**src/rtl/mux3_pkg.sv**
```systemverilog
// rtl/mux3_pkg.sv - shared types and index helpers for the three-way mux arbiter
package mux3_pkg;

  typedef logic [1:0] sel_t;

  localparam sel_t SEL_IN0 = 2'd0;
  localparam sel_t SEL_IN1 = 2'd1;
  localparam sel_t SEL_IN2 = 2'd2;

  typedef enum logic {IDLE, GRANT} arb_state_t;

  // Next requester index in round-robin order (2 wraps to 0).
  function automatic sel_t next_sel(input sel_t s);
    return (s == SEL_IN2) ? SEL_IN0 : sel_t'(s + 2'd1);
  endfunction

  // One-hot vector with bit s set.
  function automatic logic [2:0] sel_onehot(input sel_t s);
    return 3'b001 << s;
  endfunction

endpackage

```
**src/rtl/rr_pick3.sv**
```systemverilog
// rtl/rr_pick3.sv - combinational first-pending search over three requests from a start index
module rr_pick3
  import mux3_pkg::*;
(
  input  logic [2:0] req,
  input  sel_t       start,
  output logic       found,
  output sel_t       winner
);

  sel_t s0;
  sel_t s1;
  sel_t s2;

  assign s0 = start;
  assign s1 = next_sel(s0);
  assign s2 = next_sel(s1);

  // Scan start, start+1, start+2 and report the first pending request.
  always_comb begin
    found  = 1'b0;
    winner = s0;
    if (req[s0]) begin
      found  = 1'b1;
      winner = s0;
    end else if (req[s1]) begin
      found  = 1'b1;
      winner = s1;
    end else if (req[s2]) begin
      found  = 1'b1;
      winner = s2;
    end
  end

endmodule

```
**src/rtl/mux3_rr_arbiter.sv**
```systemverilog
// rtl/mux3_rr_arbiter.sv - round-robin arbiter driving the select of a shared 3:1 mux
module mux3_rr_arbiter
  import mux3_pkg::*;
#(
  parameter  int MAX_HOLD = 8,
  localparam int CNT_W    = (MAX_HOLD > 1) ? $clog2(MAX_HOLD) : 1
) (
  input  logic             clk,
  input  logic             reset,
  input  logic [2:0]       req,
  output logic [2:0]       gnt,
  output logic [1:0]       ctrl,
  output logic             valid,
  output logic [CNT_W-1:0] hold_cnt
);

  localparam logic [CNT_W-1:0] HOLD_MAX = CNT_W'(MAX_HOLD - 1);

  arb_state_t state;
  sel_t       last;
  logic [2:0] pick_req;
  sel_t       pick_start;
  logic       found;
  sel_t       winner;
  logic       cur_req;
  logic       at_limit;
  logic       do_grant;
  logic       go_idle;

  assign cur_req  = req[ctrl];
  assign at_limit = (hold_cnt == HOLD_MAX);

  // While granted, search only the other requesters starting after the owner;
  // when idle, search everyone starting after the last winner.
  always_comb begin
    pick_req   = req;
    pick_start = next_sel(last);
    if (state == GRANT) begin
      pick_req   = req & ~sel_onehot(ctrl);
      pick_start = next_sel(ctrl);
    end
  end

  rr_pick3 u_pick (
    .req    (pick_req),
    .start  (pick_start),
    .found  (found),
    .winner (winner)
  );

  // Decide whether this edge hands out a new grant or falls back to idle.
  always_comb begin
    do_grant = 1'b0;
    go_idle  = 1'b0;
    if (state == IDLE) begin
      do_grant = found;
    end else begin
      do_grant = found && (!cur_req || at_limit);
      go_idle  = !cur_req && !found;
    end
  end

  // Arbitration state, registered grant/select outputs and hold counter.
  always_ff @(posedge clk) begin
    if (reset) begin
      state    <= IDLE;
      gnt      <= 3'b000;
      ctrl     <= SEL_IN0;
      valid    <= 1'b0;
      hold_cnt <= '0;
      last     <= SEL_IN2;
    end else if (do_grant) begin
      state    <= GRANT;
      gnt      <= sel_onehot(winner);
      ctrl     <= winner;
      valid    <= 1'b1;
      hold_cnt <= '0;
      last     <= winner;
    end else if (go_idle) begin
      // ctrl is left alone so the mux output stays put while idle.
      state    <= IDLE;
      gnt      <= 3'b000;
      valid    <= 1'b0;
      hold_cnt <= '0;
    end else if (state == GRANT && !at_limit) begin
      hold_cnt <= hold_cnt + CNT_W'(1);
    end
  end

endmodule

```
**config.mk**
```make
export PLATFORM = sky130hd
export DESIGN_NAME = mux3_rr_arbiter
export DESIGN_NICKNAME = d
export VERILOG_FILES = /design/src/rtl/mux3_pkg.sv /design/src/rtl/rr_pick3.sv /design/src/rtl/mux3_rr_arbiter.sv
export SDC_FILE = /design/constraint.sdc
export NUM_CORES = 1
export LEC_CHECK = 0
export CAP_MARGIN = 25
export CORE_UTILIZATION = 49
export DETAILED_ROUTE_END_ITERATION = 7
export GPL_TIMING_DRIVEN = 0
export PLACE_DENSITY = 0.77
export SLEW_MARGIN = 25
export SYNTH_ARGS = -nofsm -noshare
export SYNTH_HDL_FRONTEND = slang
export SYNTH_SLANG_ARGS = --single-unit
```
**constraint.sdc**
```tcl
create_clock -name clk -period 2.2 [get_ports clk]
set_input_delay 0.33 -clock clk [delete_from_list [all_inputs] [get_ports clk]]
set_output_delay 0.33 -clock clk [all_outputs]
set_load 0.1 [all_outputs]
```
After elaboration in Yosys (flattened, before gate mapping)
Cells that the tools add are included.

Register bits: 11. Input bits: 5. Output and inout port bits: 9. Word-level logic and storage cells: 58.

$add $sub $neg: 5. $lt $le $gt $ge: 4. Eq/ne operators: 5. Shift operators: 2. Mux-type cells: 26. Bitwise operators: 2. Reductions and logical operators: 9.

Operators with widths (number): $mux 2 (8); $lt 2x3->1 const B (4); $mux 1 (11); $mux 3 (3); $add 2x1->2 const B (4); $bmux 1 s2 (4); $eq 2x2->1 const B (4); $shl 1x2->3 const A (2); $add 3x1->3 const B (1); $and 3x3->3 (1); $eq 3x3->1 const B (1); $logic_and 1x1->1 (3); $logic_not 1->1 (3); $not 3->3 (1); $reduce_or 3->1 (1); $reduce_bool 2->1 (1); $logic_or 1x1->1 (1).

Longest topological paths before layout
Gate-level depths: netlist of run 1.

Depth in word-level cells: 17. Depth in mapped cells: 6. Mapped depth without buffers: 6.

By module
From an unflattened synthesis of run 1, not the netlist that was laid out.

Cell total of the unflattened synthesis: 74. Area, all modules: 668.1 um2.

By module, submodules not included: mux3_rr_arbiter (times used 1, cells an instance 62, area each 591.8 um2, seq. area each 200.2 um2); rr_pick3 (times used 1, cells an instance 12, area each 76.3 um2, seq. area each 0.0 um2).

Least setup slack after synthesis of run 1
No wires, ideal clock.

Path type: reg-to-reg. Start: reg state. End: reg ctrl[0]. Arrival time: 2.235 ns. Required time: 2.084 ns. Slack: -0.151 ns. Stages on the path, launching flop included: 7. Buffers on the path: 1. Clock period less this slack: 2.351 ns. Cell sequence: dfxtp_1 buf_6 mux2i_4 nor3_1 o211a_4 or2_4 a31o_1.

Cells in the longest elaborated chain, start to end: 12. Elaborated cells between the ends (all ways): 22. Those cells by class: 2 x add/sub; 2 x eq/ne; 17 x mux; 1 x reduce/logical.

Ends and longest elaborated chain: start, declared (line mux3_rr_arbiter.sv:19) `arb_state_t state;`; start signal, assigned (line mux3_rr_arbiter.sv:66) `state <= IDLE;`; start signal, assigned (line mux3_rr_arbiter.sv:73) `state <= GRANT;`; start signal, assigned (line mux3_rr_arbiter.sv:81) `state <= IDLE;`; $mux 2 (line mux3_rr_arbiter.sv:38) `if (state == GRANT) begin`; $add 2x1->2 or $eq 2x2->1 (tied branches) (line mux3_pkg.sv:14) `return (s == SEL_IN2) ? SEL_IN0 : sel_t'(s + 2'd1);`; $mux 2 (line mux3_pkg.sv:14); $add 2x1->2 or $eq 2x2->1 (tied branches) (line mux3_pkg.sv:14); $mux 2 (line mux3_pkg.sv:14); $bmux 1 s2 (line rr_pick3.sv:29) `end else if (req[s2]) begin`; $mux 1 (not written as such) (line rr_pick3.sv:29); $mux 1 (line rr_pick3.sv:29); $mux 1 (line rr_pick3.sv:26) `end else if (req[s1]) begin`; $mux 1 (line rr_pick3.sv:23) `if (req[s0]) begin`; $logic_and 1x1->1 (line mux3_rr_arbiter.sv:58) `do_grant = found && (!cur_req || at_limit);`; $mux 1 (line mux3_rr_arbiter.sv:55) `if (state == IDLE) begin`; end signal, assigned (line mux3_rr_arbiter.sv:75) `ctrl <= winner;`; end, declared (line mux3_rr_arbiter.sv:12) `output logic [1:0] ctrl,`.

Parallel ways exist; a longest one is shown, timed or not. The select of a mux whose other input is x is not followed. A chain may end at the register's enable or synchronous reset.

Final worst setup path of run 1
Start: reg hold_cnt[0]. End: out hold_cnt[0].

RTL lines: start, declared (line mux3_rr_arbiter.sv:14) `output logic [CNT_W-1:0] hold_cnt`; start signal, assigned (line mux3_rr_arbiter.sv:86) `hold_cnt <= hold_cnt + CNT_W'(1);`.

No word-level cell between the ends.

==> metrics.md, run 1 <==
| Metric | Value |
|---|---|
| Final setup viols | 0 |
| CP Buf/Inv Count | 1 |
| Die area | between 1500 and 2000 um^2 |
| VDD IR max | about 0.8 mV |
| Leakage | between 0.0003 and 0.0004 uW |
| GP Congestion | around 0.75 |
| Syn Area/Cell | 9.07 um^2 |
| Crit end category | output pin |
| Post-synth top area cell | dfxtp_1 |
| CP top delay family | buffers and inverters |
| Worst reg2reg path depth | 5 |
| Async SR Flop Fraction | 0% |
| Distinct cells, synth | 40 |
| P per Cell Area | 1040 nW/um^2 |
| Vias per cell | 5.57 |
| Setup CP Type | reg2out |
| Maximum operating frequency | between 0.4 and 0.5 GHz |
| Slew margin rel. | 35.2% |
| Port buffer count | 11 |
| Cell Chain, Critical Path | clkdlybuf4s50_1 |
| CP required | 1.87 ns |
| Overflow after GRT | 0 |
| Critical Path Stages | 1 |
| Fill count | 110 |
| Tcrit/Tclk final | 96.4% |
| CP max FO | 3 |
| Slowest cell on crit path | clkdlybuf4s50_1 |
| Vias post-DR | 590 |
| CTS Sinks | 10 |
| Root Buffer | clkbuf_4 |
| Met2 GRT Util | roughly 36% |
| Synth Register Bits | 10 |
| Final hold violation count | 0 |
| Worst slew pin tran | 0.969 ns |
| Area growth syn-to-layout | 24.5% |
| Multi-input logic area | about 440 um^2 |
| Detailed Route Iter0 Violations | 5 |
| CTS max path bufs | 2 |
| Post-CTS sizing | 1 |
| Most used DFF post-synth | dfxtp_1 |
| Post-synth EDFFs | 0 |
| Max-cap violation count | 0 |
| Mapped Cells | 76 |
| Initial Utilization | between 50% and 60% |
| Drt wl/cell | between 10 and 15 um |
| Crit. Startpoint | hold_cnt[0] |
| Die height | approximately 40 um |
| First-pass DRT Iterations | 2 |
| Routing usage on met1 | between 20% and 30% |
| Reg2Reg Capture Point | gnt[1] |
| GRT Util Overall | between 20% and 30% |
| Worst r2r src | last[1] |
| Antenna violations before repair | 0 |
| Register area | ~200 um^2 |
| Layout Nets | 99 |
| Post-layout instance area | between 800 and 900 um^2 |
| Drt drc | 0 |
| Worst setup path endpoint | hold_cnt[0] |
| H-tree levels | 1 |
| GRT busiest layer | met2 |
| Outcome | completed |
| Clock skew | 0.00394 ns |
| Pin count of the biggest net entering global routing | 11 |
| R2r setup slk | 0.45 ns |
| HPWL after DPL | slightly above 1 mm |
| CP Data Arrival Time | between 1.5 and 2 ns |
| Row count | 13 |
| Die width | 39.5 um |
| Startpoint types | register |
| Antenna-violating nets left | 0 |
| Layout cells sized above 1 | 22.0% |
| Setup TNS | 0 ns |
| Placed cell area | around 820 um^2 |
| # IOs | 14 |
| Clk Latency, worst-skew pair | 0.26 ns |
| RSZ-0062 raised after global routing | no |
| Max Slew Vio Count | 0 |
| Worst Hold Launch | gnt[1] |
| Post-synth top area share | between 20 and 30% |
| Type of the worst min-delay path | reg2reg |
| Grt met3 use | under 10% |
| Diodes inserted | 0 |
| Number of global-route vias before repair | between 500 and 600 |
| Total CTS buffers | 3 |
| CTS tree | done |
| Clock-pin slew of the registers on the worst-case setup and hold paths | 0.07 ns |
| Mapped Area | slightly below 700 um^2 |
| Yosys warnings | 0 |
| Core area | around 1300 um^2 |
| Global-route wire length before repair | between 2 and 2.5 mm |
| Post-CTS Hold Buffers | 0 |
| Post-route minimum period | roughly 2.1 ns |
| CP max stage delay | 1.15 ns |
| Area contributors post-synth | dfxtp_1 29%, a21oi_1 4.4%, ha_1 3.6% |
| Drt total wl | 1.47 mm |
| Post-CTS setup buffer count | 0 |
| Syn nets | 83 |
| Post-synthesis sequential area ratio | between 20% and 30% |
-- layout make-up --
cell class                      count  share of cell area, %
Tap cell                           15                   2.19
Buffer                              5                   3.94
Sequential cell                    10                   23.6
Clock buffer                        4                   4.23
Inverter                            5                   2.19
Timing Repair Buffer               11                   13.0
Multi-Input combinational cell     56                   50.9
-- cell usage after synthesis (all sizes together), types with 3 or more instances --
master,number
a21oi,6
and2b,3
buf,4
dfxtp,10
inv,5
mux2i,3
nand2,4
nand2b,4
nor2,4
o21ai,3
-- metrics by stage --
stage	utilization, %	instances	power (uW)	hold slack (ns)	setup slack (ns)
after floorplan	-	76	639	0.387	0.0334
after global placement	63.1	102	727	0.448	0.198
after detailed placement	63.1	102	735	0.455	0.199
after CTS	65.8	106	901	0.465	0.00245
after global routing	66.0	106	941	0.499	0.0455
final	66.0	106	893	0.462	0.0797
-- power breakdown --
part           switching, uW  internal [uW]  leakage, uW
registers               38.2            213    0.0000827
clock network           62.3            100    0.0000210
logic                    319            161     0.000232
total                    419            474     0.000335
-- how the worst min path moves through the flow --
stage | end | slack [ns] | depth (start not counted)
after floorplan | ctrl[1] | 0.39 | 1
after global placement | gnt[1] | 0.45 | 2
after detailed placement | gnt[1] | 0.46 | 2
after CTS | gnt[1] | 0.46 | 2
after global routing | gnt[1] | 0.50 | 2
final | gnt[1] | 0.46 | 2
-- cells by family (layout without fill, tap and decap cells) --
family	count (synthesis)	count (layout)	synth area share, %
AOI/OAI and AO/OA	24	24	29.2
xor gates and xnor gates	1	1	1.27
adders and majority gates	2	2	3.63
buffers and inverters	10	25	7.62
DFF	10	10	29.0
muxes	4	4	8.35
and+or+nand+nor	25	25	20.9
-- placed cells by master, fill, tap and decap left out, types with 2 or more instances in the layout --
cell and n:
and2b_1 3, nand2_1 4, nor2_1 4, a21boi_0 2
dfxtp_2 2, ha_1 2, clkbuf_4 3, nor2b_1 2
o21ai_0 2, inv_1 5, buf_2 2, clkdlybuf4s50_1 9
dfxtp_1 8, nand2b_1 4, mux2i_1 2, nor4_1 2
a21oi_1 6
-- sequential cells by signal, summed over array words and instances (netlist names) --
signal	flops
ctrl	2
gnt	3
hold_cnt	3
last	1
state	1
-- layer usage --
layer	part of all wire [%]	routed length [um]	vias up
met1	49	717	268
li1	-	-	311
met5	0	0	-
met3	2.9	42	2
met4	0.82	12	0
met2	47	692	9
No activity file was read; power rests on OpenSTA's default activity.
==> inputs of run 2 (changes only) <==
==> constraint.sdc (replaced) <==
create_clock -name clk -period 2.2 [get_ports clk]
set_input_delay 0.33 -clock clk [delete_from_list [all_inputs] [get_ports clk]]
set_output_delay 0.33 -clock clk [all_outputs]
set_load 0.01 [all_outputs]
==> run 2 against run 1 <==
  * Flip-flop and latch count is the same
  * Critical path depth grew 5
  * Via count shrank 1.2%
  * Cell area shrank 2.0%
  * Sequential share of layout area grew 0.19 points
  * Global-route usage shrank 2.2 points
  * Total power shrank 25%
  * Clock power shrank 27%
==> metrics.md, run 2 (synthesized netlist as in run 1, its figures left out) <==
| Metric | Value |
|---|---|
| Outcome | completed |
| Layout Nets | 99 |
| Commonest non-fill, non-tap cells in the layout | 11 x clkdlybuf4s50_1, 10 x dfxtp_1, 6 x a21oi_1 |
| Worst Hold Launch | gnt[2] |
| Cell Chain, Critical Path | clkdlybuf4s50_1 -> nor3b_1 -> o32ai_1 -> a21oi_1 -> nor4_1 -> o21bai_1 |
| Overflow after GRT | 0 |
| Crit end category | register |
| Post-Layout Cell Count | around 110 |
| Sequential fraction of design power | a little under two fifths |
| Initial Utilization | between 50 and 60% |
| Type of the worst min-delay path | reg2reg |
| Maximum operating frequency | between 0.5 and 0.6 GHz |
| Post-route minimum period | about 1.8 ns |
| HPWL after DPL | about 960 um |
| Clock-pin slew of the registers on the worst-case setup and hold paths | approximately 0.06 ns |
| Die area | around 1600 um^2 |
| Drt drc | 0 |
| Root Buffer | clkbuf_4 |
| Leakage | between 0.0003 and 0.0004 uW |
| Setup CP Type | in2reg |
| CP Data Arrival Time | 1.99 ns |
| Max-cap violation count | 0 |
| Total CTS buffers | 3 |
| Net Sw Frac | between 30% and 40% |
| H-tree levels | 1 |
| Port buffer count | 11 |
| Reg2Reg Capture Point | gnt[1] |
| Die width | 39.5 um |
| Startpoint types | input port |
| R2r setup slk | about 0.44 ns |
| Drt total wl | approximately 1.3 mm |
| Pin count of the biggest net entering global routing | 11 |
| Clk Latency, worst-skew pair | about 0.26 ns |
| Diodes inserted | 0 |
| Post-CTS sizing | 0 |
| Post-CTS setup buffer count | 0 |
| First-pass DRT Iterations | 2 |
| Clock Power Share | between 15 and 20% |
| Row count | 13 |
| Final setup viols | 0 |
| Die height | between 30 and 40 um |
| VDD IR max | ~0.48 mV |
| Slowest cell on crit path | clkdlybuf4s50_1 |
| Post-CTS Hold Buffers | 0 |
| Core area | about 1300 um^2 |
| GP Congestion | between 0.7 and 0.8 |
| Drt wl/cell | roughly 12 um |
| Global-route wire length before repair | slightly above 2 mm |
| Worst r2r src | state |
| Switching pwr | ~240 uW |
| CP required | approximately 2.4 ns |
| RSZ-0062 raised after global routing | no |
| Clock skew | approximately 0.0024 ns |
| DP Cell Count | 102 |
| Max Slew Vio Count | 0 |
| CTS tree | done |
| Final hold violation count | 0 |
| Leading cell type in the layout, fill and taps excluded | clkdlybuf4s50_1 |
| Detailed Route Iter0 Violations | 17 |
| CP max stage delay | ~0.55 ns |
| GRT Util Overall | 19.9% |
| # IOs | 14 |
| Area growth syn-to-layout | 22.0% |
| Slew margin rel. | between 70 and 80% |
| Internal Power | between 400 and 500 uW |
| Antenna-violating nets left | 0 |
| Worst hold slack | between 0.4 and 0.5 ns |
| Hold Path Depth | 2 |
| Antenna violations before repair | 0 |
| Number of global-route vias before repair | between 400 and 500 |
| Comb pwr share | a little under half |
| Vias per cell | between 5 and 6 |
| Layout cells sized above 1 | a little under a fifth |
| CTS Sinks | 10 |
| Fill count | approximately 110 |
| CP max FO | 9 |
| P per Cell Area | ~800 nW/um^2 |
| CTS max path bufs | 2 |
| Tcrit/Tclk final | 81.7% |
| Setup TNS | 0 ns |
| Regs by FF count | gnt x3, hold_cnt x3, ctrl x2 |
| Vias post-DR | ~580 |
| Sink of the worst hold path | gnt[2] |
| Worst slew pin tran | 0.374 ns |
| Worst reg2reg path depth | 6 |
## run 2: cell count changes in the layout (fill, tap and decap cells not counted)
| cell | before | now |
|---|---|---|
| clkbuf_8 | 1 | 0 |
| clkdlybuf4s50_1 | 9 | 11 |
| dfxtp_1 | 8 | 10 |
| dfxtp_2 | 2 | 0 |
| dlygate4sd2_1 | 1 | 0 |
| dlymetal6s2s_1 | 1 | 0 |
## run 2: how the worst max path moves through the flow
| stage | from | endpoint | slack (ns) |
|---|---|---|---|
| 6_report | req[2] | gnt[1] | 0.40 |
| 3_5_place_dp | req[2] | gnt[1] | 0.16 |
| 3_3_place_gp | req[2] | gnt[1] | 0.20 |
| 2_1_floorplan | state | ctrl[0] | 0.51 |
| 4_1_cts | req[2] | gnt[1] | 0.41 |
| 5_1_grt | req[2] | gnt[1] | 0.25 |
## run 2: layout make-up
cell class                      instances  area, um^2  share of cell area, %
Timing Repair Buffer                   11         110                   13.1
Sequential cell                        10         200                   23.8
Clock buffer                            3        22.5                   2.68
Tap cell                               15        18.8                   2.23
Multi-Input combinational cell         56         437                   51.9
Buffer                                  5        33.8                   4.02
Inverter                                5        18.8                   2.23
## run 2: metrics by stage
stage / cell area, um^2 / power [uW] / worst slack [ns] / util, %
finish: 841 / 674 / 0.403 / 64.6
global route: 841 / 717 / 0.252 / 64.6
CTS: 841 / 679 / 0.413 / 64.6
detailed placement: 818 / 559 / 0.158 / 62.9
global placement: 818 / 554 / 0.199 / 62.9
floorplan: 689 / 465 / 0.512 / -
## run 2: worst max-delay path: cells and delay by family
kind,cells,cell delay [ns]
compound gates,3,0.57
simple gates,2,0.54
buf+inv,1,0.55
## run 2: power by group through the flow
stage | Clock, uW | Combinational (uW) | Sequential, uW
2_1_floorplan | 0 | 209 | 256
3_3_place_gp | 0 | 302 | 252
3_5_place_dp | 0 | 305 | 253
4_1_cts | 123 | 308 | 249
5_1_grt | 127 | 334 | 255
6_report | 119 | 307 | 249
## run 2: metal layers
metal  GRT usage [%]  vias to the layer above  wire, um
li1                -                      304         -
met1            27.6                      262       641
met2            28.7                       12       584
met3            1.70                        5        40
met4            12.9                        0        28
met5               0                        -         0
